[src/rtl/seg7_pkg.sv]
// Shared definitions for the multiplexed seven-segment display driver:
// glyph table, digit count, snapshot record and pin polarity helper.
package seg7_pkg;

    localparam int unsigned N_DIGITS = 8;

    // Active-high glyphs, bit order {g,f,e,d,c,b,a}; A-F shown as A,b,C,d,E,F.
    localparam logic [6:0] SEG7 [16] = '{
        7'h3F, 7'h06, 7'h5B, 7'h4F, 7'h66, 7'h6D, 7'h7D, 7'h07,
        7'h7F, 7'h6F, 7'h77, 7'h7C, 7'h39, 7'h5E, 7'h79, 7'h71
    };

    typedef struct packed {
        logic [31:0]         time_data;
        logic [N_DIGITS-1:0] blank;
        logic [N_DIGITS-1:0] blink;
        logic [N_DIGITS-1:0] dp;
    } snap_t;

    // Maps a logical "on" bit to the pin level for the chosen polarity.
    function automatic logic to_pin(input logic on, input logic active_low);
        return on ^ active_low;
    endfunction

endpackage

[src/rtl/hex_to_seg7.sv]
// Combinational nibble to active-high seven-segment glyph decoder.
module hex_to_seg7
    import seg7_pkg::*;
(
    input  logic [3:0] nibble,
    output logic [6:0] glyph
);

    always_comb begin
        glyph = SEG7[nibble];
    end

endmodule

[src/rtl/seg7_scan_display.sv]
// Eight-digit multiplexed seven-segment scanner with frame-synchronous input
// snapshot, per-digit blank/blink/dp, PWM brightness and registered outputs.
module seg7_scan_display
    import seg7_pkg::*;
#(
    parameter int unsigned CLK_HZ     = 50_000_000,
    parameter int unsigned SCAN_HZ    = 1000,
    parameter int unsigned BLINK_HZ   = 2,
    parameter int unsigned ACTIVE_LOW = 1
) (
    input  logic        clk,
    input  logic        reset,
    input  logic [31:0] time_data,
    input  logic [7:0]  blank_mask,
    input  logic [7:0]  blink_mask,
    input  logic [7:0]  dp_mask,
    input  logic [2:0]  brightness,
    output logic [7:0]  an,
    output logic [6:0]  seg,
    output logic        dp,
    output logic        frame_start
);

    localparam int unsigned DIV       = CLK_HZ / SCAN_HZ;
    localparam int unsigned BLINK_DIV = CLK_HZ / (2 * BLINK_HZ);
    localparam int unsigned PRE_W     = (DIV > 1) ? $clog2(DIV) : 1;
    localparam int unsigned BLINK_W   = (BLINK_DIV > 1) ? $clog2(BLINK_DIV) : 1;
    localparam logic        AL        = (ACTIVE_LOW != 0);

    logic [PRE_W-1:0]   pre;
    logic [2:0]         idx;
    logic [2:0]         pwm;
    logic [BLINK_W-1:0] blink_cnt;
    logic               blink_phase;
    snap_t              snap;

    logic               slot_end;
    logic               frame_wrap;
    logic               blink_wrap;
    logic [3:0]         nibble;
    logic [6:0]         glyph;
    logic               lit;
    logic [7:0]         an_next;
    logic [6:0]         seg_next;
    logic               dp_next;

    hex_to_seg7 u_dec (
        .nibble (nibble),
        .glyph  (glyph)
    );

    always_comb begin
        slot_end   = (pre == PRE_W'(DIV - 1));
        frame_wrap = slot_end && (idx == 3'd7);
        blink_wrap = (blink_cnt == BLINK_W'(BLINK_DIV - 1));
        nibble     = snap.time_data[{idx, 2'b00} +: 4];

        // pre==0 is the per-slot dead clock that keeps the previous digit from ghosting.
        lit = (pre != '0) && (pwm <= brightness) && !snap.blank[idx]
              && !(snap.blink[idx] && blink_phase);

        an_next  = '0;
        seg_next = '0;
        for (int unsigned i = 0; i < N_DIGITS; i++) begin
            an_next[i] = to_pin(lit && (idx == 3'(i)), AL);
        end
        for (int unsigned i = 0; i < 7; i++) begin
            seg_next[i] = to_pin(lit && glyph[i], AL);
        end
        dp_next = to_pin(lit && snap.dp[idx], AL);
    end

    always_ff @(posedge clk) begin
        if (reset) begin
            pre         <= '0;
            idx         <= '0;
            pwm         <= '0;
            blink_cnt   <= '0;
            blink_phase <= 1'b0;
            snap        <= '0;
            an          <= {8{AL}};
            seg         <= {7{AL}};
            dp          <= AL;
            frame_start <= 1'b0;
        end else begin
            pwm <= pwm + 3'd1;

            if (slot_end) begin
                pre <= '0;
                idx <= idx + 3'd1;
            end else begin
                pre <= pre + PRE_W'(1);
            end

            if (frame_wrap) begin
                snap <= '{time_data: time_data, blank: blank_mask,
                          blink: blink_mask, dp: dp_mask};
            end
            frame_start <= frame_wrap;

            if (blink_wrap) begin
                blink_cnt   <= '0;
                blink_phase <= ~blink_phase;
            end else begin
                blink_cnt <= blink_cnt + BLINK_W'(1);
            end

            an  <= an_next;
            seg <= seg_next;
            dp  <= dp_next;
        end
    end

endmodule

[config.mk]
export PLATFORM = sky130hd
export DESIGN_NAME = seg7_scan_display
export DESIGN_NICKNAME = d
export VERILOG_FILES = /design/src/rtl/seg7_pkg.sv /design/src/rtl/hex_to_seg7.sv /design/src/rtl/seg7_scan_display.sv
export SDC_FILE = /design/constraint.sdc
export NUM_CORES = 1
export LEC_CHECK = 0
export ABC_AREA = 1
export BUFFER_PORTS_ARGS = -buffer_cell sky130_fd_sc_hd__buf_2
export CAP_MARGIN = 20
export CORE_MARGIN = 2
export CORE_UTILIZATION = 26
export DETAILED_ROUTE_END_ITERATION = 8
export PLACE_DENSITY_LB_ADDON = 0.15
export RECOVER_POWER = 100
export SETUP_SLACK_MARGIN = 0.5
export SYNTH_ARGS = -nofsm -noshare
export SYNTH_HDL_FRONTEND = slang
export SYNTH_HIERARCHICAL = 1
export SYNTH_SLANG_ARGS = --single-unit
[constraint.sdc]
create_clock -name clk -period 4.4 [get_ports clk]
set_clock_uncertainty 0.05 [all_clocks]
set_input_delay 0.44 -clock clk [delete_from_list [all_inputs] [get_ports clk]]
set_output_delay 0.44 -clock clk [all_outputs]
set_load 0.02 [all_outputs]
==> summary.txt, run 1 <==
Status
  – Outcome: completed

Detailed routing
  – Vias/cell: 4.14
  – Pre-Repair DR Iteration Count: 4
  – 1st-iter DRT viols: 352
  – Total number of vias: 5370
  – Routed Antenna Nets: 0
  – DRC: 0
  – WL/cell: 11.9 um
  – Routed WL: 15.4 mm

Synth
  – Post-Syn Instances: 935
  – Post-synth EDFFs: 0
  – Xor/xnor share of the synthesized area: 2.61%
  – Top-area cell type share of the netlist area: 39.7%
  – Synth top area cells: dfxtp_1 (40%), nand2_1 (15%), nor2_1 (13%)
  – Syn avg cell area: 6.47 sq um
  – Largest family of logic cells by synthesized area: simple AND/OR/NAND/NOR gates
  – Top post-synthesis cells by count: nand2_1 (249), nor2_1 (214), dfxtp_1 (120)
  – Post-synthesis adder-cell area fraction: 4.14%
  – Synth area leader: dfxtp_1
  – Ys flop type: dfxtp_1
  – Unique masters post-synth: 30
  – Post-synthesis mux area share: 0%
  – Synth Cell Area: 6050 sq um
  – Ys async rst share: 0%
  – YS warnings: 6
  – Most common cell in the synthesized netlist: nand2_1
  – Synth Register Bits: 120
  – Syn_nets: 1016
  – Sequential cell area fraction in the yosys report: 39.7%
  – Post-synthesis compound-gate area fraction: 6.21%
  – Simple-gate share of the synthesized area: 36.5%

Setup path
  – CP required: 4.65 ns
  – CP endpoint kind: flop
  – Crit path cell chain: ha_1, nand3_1, nor2_1, nand3_4, clkbuf_2, nor2_1, nor2_1
  – Setup crit start kind: flop
  – Most frequent CP cell: nor2_1
  – Crit path max fanout: 70
  – Worst EP arrival: 3.56 ns
  – CP max stage delay: 0.87 ns
  – Slowest CP cell: clkbuf_2
  – CP Class: flop to flop

Floorplanning
  – # rows: 55
  – Die X: 157 um
  – Die area: 24500 sq um
  – Die Span Y: 157 um
  – # IOs: 78
  – Initial Util: 26.6%
  – Core ar.: 22700 sq um

Run
  – Max Cap Viol: 0

Pwr
  – PwrDens: 360 nW/um^2
  – VDD IR max: 0.208 mV
  – Pwr Total: 2580 uW
  – Leakage: 0.00333 uW

STA
  – Worst hold margin: 0.181 ns
  – Min cycle time layout: 3.31 ns
  – Fin Setup TNS: 0 ns
  – Worst slew margin: 11.7%
  – Final period util: 75.2%
  – Worst-Margin Slew: 1.32 ns
  – Final setup vio count: 0
  – Hold Fails Final Rpt: 0
  – Fmax: 302 MHz
  – Final Slew Violations: 0
  – RSZ-0062 raised after global routing: false

Final layout
  – Core Util, Final: 31.6%
  – Layout cells sized above 1: 10.8%
  – Layout area overhead: 18.5%
  – Non-filler cells, final: 1297
  – Diode count: 0
  – Total Nets Final: 1080

Clock network
  – Clk Latency, worst-skew pair: 0.43 ns
  – CTS hold repair buffers: 0
  – Clock-pin slew on the worst setup and hold paths: 0.07 ns
  – Setup repair bufs after CTS: 0
  – H-tree Lvls: 4
  – Root buf cell: clkbuf_16
  – CTS max path bufs: 2
  – CTS tree: built
  – Clk sinks: 120
  – Num CTS Buffers: 17
  – Post-CTS resize count: 0

GRT
  – Vias in the first global route: 5207
  – Largest net degree at the start of global routing: 71
  – GRT Overall Usage: 13.5%
  – Initial antenna violation count: 0
  – Gr ovfl total: 0
  – First-pass GRT wire length: 25.8 mm

Place
  – Placed cells: 1265
  – GP Congestion: 0.803
  – HPWL after DPL: 10.8 mm
  – PortBufs: 77

Worst hold path
  – Worst Hold Class: primary input to flop
worst max-delay path: cells and delay by family, from the launching register on:
kind / cells / cell delay, ns
adders and majority gates: 1 / 0.20
buffers and inverters: 1 / 0.87
DFF: 1 / 0.37
and+or+nand+nor: 5 / 1.64
worst paths after layout:
path | from | end | slack, ns | cells after the start
setup reg to reg | pre[0]$_SDFF_PP0_ | snap[33]$_SDFFE_PP0P_ | 1.09 | 7
setup / recovery | pre[0]$_SDFF_PP0_ | snap[33]$_SDFFE_PP0P_ | 1.09 | 7
hold / removal | time_data[16] | snap[40]$_SDFFE_PP0P_ | 0.18 | 3
hold reg to reg | blink_cnt[0]$_SDFF_PP0_ | blink_cnt[0]$_SDFF_PP0_ | 0.39 | 1
metrics by stage:
step           worst slack, ns  instance area [sq um]
2_1_floorplan             2.20                   6050
3_3_place_gp              1.65                   6630
3_5_place_dp              1.52                   6630
4_1_cts                   1.51                   7210
5_1_grt                  0.701                   7170
6_report                  1.09                   7170
layout by cell type, fill, tap and decap left out, types with 17 or more instances in the layout:
cell / count
a21oi_1: 38
buf_2: 60
clkbuf_1: 17
clkbuf_16: 17
dfxtp_1: 120
ha_1: 20
inv_1: 118
nand2_1: 249
nand3_1: 60
nor2_1: 216
o21ai_0: 28
flip-flops by register name (all words and copies together), names as in the netlist:
| signal | count |
|---|---|
| an | 8 |
| blink_cnt | 24 |
| blink_phase | 1 |
| dp | 1 |
| frame_start | 1 |
| idx | 3 |
| pre | 16 |
| pwm | 3 |
| seg | 7 |
| snap | 56 |
routing by layer:
| layer | up-vias | global-route usage [%] | part of all wire, % |
|---|---|---|---|
| met2 | 92 | 19.1 | 40 |
| li1 | 2970 | - | - |
| met3 | 11 | 3.52 | 3.9 |
| met1 | 2297 | 19.7 | 55 |
| met5 | - | 0 | 0 |
| met4 | 0 | 4.33 | 0.86 |
logic make-up (layout without fill, tap and decap cells):
kind of cell    after synthesis  after routing
simple gates                546            546
fa+ha+maj                    20             20
xor+xnor                     18             18
buf+inv                     159            236
compound gates               72             72
flops                       120            120
report_power, final:
group | leakage, uW | internal [uW] | total, uW | switching [uW]
sequential | 0.000970 | 1100 | 1110 | 8.06
combinational | 0.00208 | 38.2 | 102 | 64.1
clock | 0.000272 | 804 | 1370 | 564
total | 0.00333 | 1940 | 2580 | 636
final cells by class:
| type | count | area [sq um] |
|---|---|---|
| clock inverters | 14 | 141 |
| well taps | 285 | 357 |
| fillers | 2540 | 15500 |
| repair buffers | 81 | 392 |
| clock buffers | 18 | 439 |
| flip-flops and latches | 120 | 2400 |
| multi-input cells | 656 | 2980 |
| inverters | 123 | 462 |
(Power assumes the default switching activity.)
==> run 2, diff against run 1 <==
clock period = 3.2 ns   (was 4.4 ns; I/O delays follow)
==> run 2 against run 1 <==
  * Combinational power rose by 36%
  * Die area unchanged
  * Final cell count up 0.39%
  * Flip-flop and latch count stayed put
  * Register-to-register slack got worse by 0.47 ns
  * Highest routed layer unchanged
  * Global-route usage fell by 0.099 points
  * Sequential share of layout area fell by 0.50 points
==> summary.txt, run 2 (synthesis gave the netlist of run 1 again) <==
Floorplanning
  – Die X: 157 um (unchanged)
  – # IOs: 78 (unchanged)
  – # rows: 55 (unchanged)
  – Die area: 24500 sq um (unchanged)
  – Core ar.: 22700 sq um (unchanged)
  – Initial Util: 26.6% (unchanged)
  – Die Span Y: 157 um (unchanged)

Clock network
  – Root buf cell: clkbuf_16
  – Clock-pin slew on the worst setup and hold paths: 0.07 ns (about the same)
  – H-tree Lvls: 4 (unchanged)
  – Setup repair bufs after CTS: 0 (unchanged)
  – Clk sinks: 120 (unchanged)
  – Clk Latency, worst-skew pair: 0.42 ns (about the same)
  – Num CTS Buffers: 17 (unchanged)
  – CTS tree: built
  – CTS max path bufs: 2 (unchanged)

Place
  – GP Congestion: 0.788 (-1.8%)
  – Dpl ws: 0.779 ns (-0.745 ns)
  – HPWL after DPL: 11.2 mm (+3.6%)
  – PortBufs: 77 (unchanged)

Final layout
  – Most frequent cells in the layout: nand2_1 (249), nor2_1 (216), dfxtp_1 (120)
  – Top Registers: snap (56), blink_cnt (24), pre (16)
  – Layout area overhead: 20.3%
  – Max reg flops: 56 (unchanged)
  – Commonest non-fill, non-tap cell in the layout: nand2_1
  – Total Nets Final: 1085 (+0.46%)
  – Layout cells sized above 1: 11.1% (+0.34 points)
  – Diode count: 0 (unchanged)
  – Top reg by flops: snap

Setup path
  – FF-to-FF setup slack: 0.63 ns (-0.47 ns)
  – Path depth of the worst reg2reg path: 7 (unchanged)
  – Crit path max fanout: 33 (-53%)
  – Most frequent CP cell: nor2_1
  – Worst EP arrival: 2.84 ns (-0.72 ns)
  – Crit path cell chain: ha_1, nand3_1, nor2_1, nand3_4, clkbuf_2, nor2_1, nor2_1
  – CP Class: flop to flop
  – CP required: 3.46 ns (-1.19 ns)
  – Setup crit start kind: flop
  – Reg2reg start: pre[0]$_SDFF_PP0_
  – RR Endpoint: snap[55]$_SDFFE_PP0P_
  – CP max stage delay: 0.53 ns (-0.34 ns)
  – CP endpoint kind: flop
  – Top delay family on crit path: simple AND/OR/NAND/NOR gates
  – Critical path buffer and inverter count: 1 (unchanged)
  – Slowest CP cell: clkbuf_2

Detailed routing
  – 1st-iter DRT viols: 188 (-47%)
  – Routed WL: 15.5 mm (+0.52%)
  – WL/cell: 11.9 um (+0.13%)
  – Vias/cell: 4.13 (-0.24%)
  – Routed Antenna Nets: 0 (unchanged)
  – Pre-Repair DR Iteration Count: 6 (+2)
  – DRC: 0 (unchanged)
  – Total number of vias: 5378 (+0.15%)

STA
  – Fin Setup TNS: 0 ns (unchanged)
  – Fmax: 388 MHz (+29%)
  – Final period util: 80.5% (+5.3 points)
  – Final setup vio count: 0 (unchanged)
  – Worst hold margin: 0.0673 ns (-0.113 ns)
  – Setup WS post-layout: 0.625 ns (-0.466 ns)
  – RSZ-0062 raised after global routing: false
  – Hold Fails Final Rpt: 0 (unchanged)
  – Worst-Margin Slew: 0.916 ns (-0.408 ns)
  – Final Slew Violations: 0 (unchanged)
  – Worst slew margin: 38.7% (+27 points)
  – Min cycle time layout: 2.57 ns (-0.734 ns)

GRT
  – Initial antenna violation count: 0 (unchanged)
  – First-pass GRT wire length: 25.7 mm (-0.11%)
  – GRT Overall Usage: 13.4% (-0.099 points)
  – Vias in the first global route: 5140 (-1.3%)
  – Gr ovfl total: 0 (unchanged)
  – Largest net degree at the start of global routing: 62 (-13%)

Status
  – Outcome: completed

Pwr
  – VDD IR max: 0.254 mV (+22%)
  – PwrDens: 517 nW/um^2 (+44%)
  – Pwr Total: 3760 uW (+46%)
  – Leakage: 0.00339 uW (+1.8%)

Worst hold path
  – Hold EP: snap[41]$_SDFFE_PP0P_
  – Worst Hold Class: primary input to flop
  – Hold Path Stages: 3 (unchanged)
  – Hold_sp: time_data[17]

Run
  – Max Cap Viol: 0 (unchanged)
## run 2: how the worst max path moves through the flow
stage / startpoint / end / slack (ns) / depth (start not counted)
CTS: idx[0]$_SDFFE_PP0P_ / seg[3]$_SDFF_PP1_ / 0.76 / 16
global placement: idx[0]$_SDFFE_PP0P_ / seg[3]$_SDFF_PP1_ / 0.82 / 16
detailed placement: idx[0]$_SDFFE_PP0P_ / seg[3]$_SDFF_PP1_ / 0.78 / 16
floorplan: idx[0]$_SDFFE_PP0P_ / seg[3]$_SDFF_PP1_ / 1.00 / 16
global route: pre[0]$_SDFF_PP0_ / snap[37]$_SDFFE_PP0P_ / 0.29 / 7
finish: pre[0]$_SDFF_PP0_ / snap[55]$_SDFFE_PP0P_ / 0.63 / 7
## run 2: stage by stage
| step | utilization (%) | std cells | instance area (sq um) |
|---|---|---|---|
| floorplan | - | 935 | 6050 |
| CTS | 32.2 | 1302 | 7320 |
| global placement | 29.4 | 1270 | 6680 |
| detailed placement | 29.4 | 1270 | 6680 |
| finish | 32.0 | 1302 | 7280 |
| global route | 32.0 | 1302 | 7280 |
## run 2: final cells by class
| type | count | area [sq um] |
|---|---|---|
| clock inverter | 15 | 219 |
| clock buffer | 17 | 425 |
| timing repair buffer | 86 | 434 |
| multi-input combinational | 656 | 2980 |
| inverter | 123 | 462 |
| fill | 2560 | 15400 |
| sequential | 120 | 2400 |
| tap | 285 | 357 |
## run 2: timing repair
item,4_1_cts,5_1_grt
hold buffers,0,0
endpoints found under the setup margin,0,1
gates resized for setup,0,1
endpoints found under the hold margin,0,0
## run 2: report_power, final
group          leakage [uW]  internal (uW)  switching (uW)  total (uW)
logic               0.00211           52.6            86.4         139
registers          0.000970           1510            11.2        1530
clock network      0.000308           1320             771        2090
## run 2: layer usage
metal	track usage, %	up-vias	share of wire (%)
met5	0	-	0
met3	3.32	7	4.3
met1	19.4	2296	54
li1	-	2980	-
met2	19.2	95	40
met4	4.50	0	1.1
## run 2: worst register-to-register path: stages, from the launching register on
cell and delay, ns:
dfxtp_1 0.37, ha_1 0.20, nand3_1 0.18, nor2_1 0.39
nand3_4 0.42, clkbuf_2 0.53, nor2_1 0.27, nor2_1 0.07
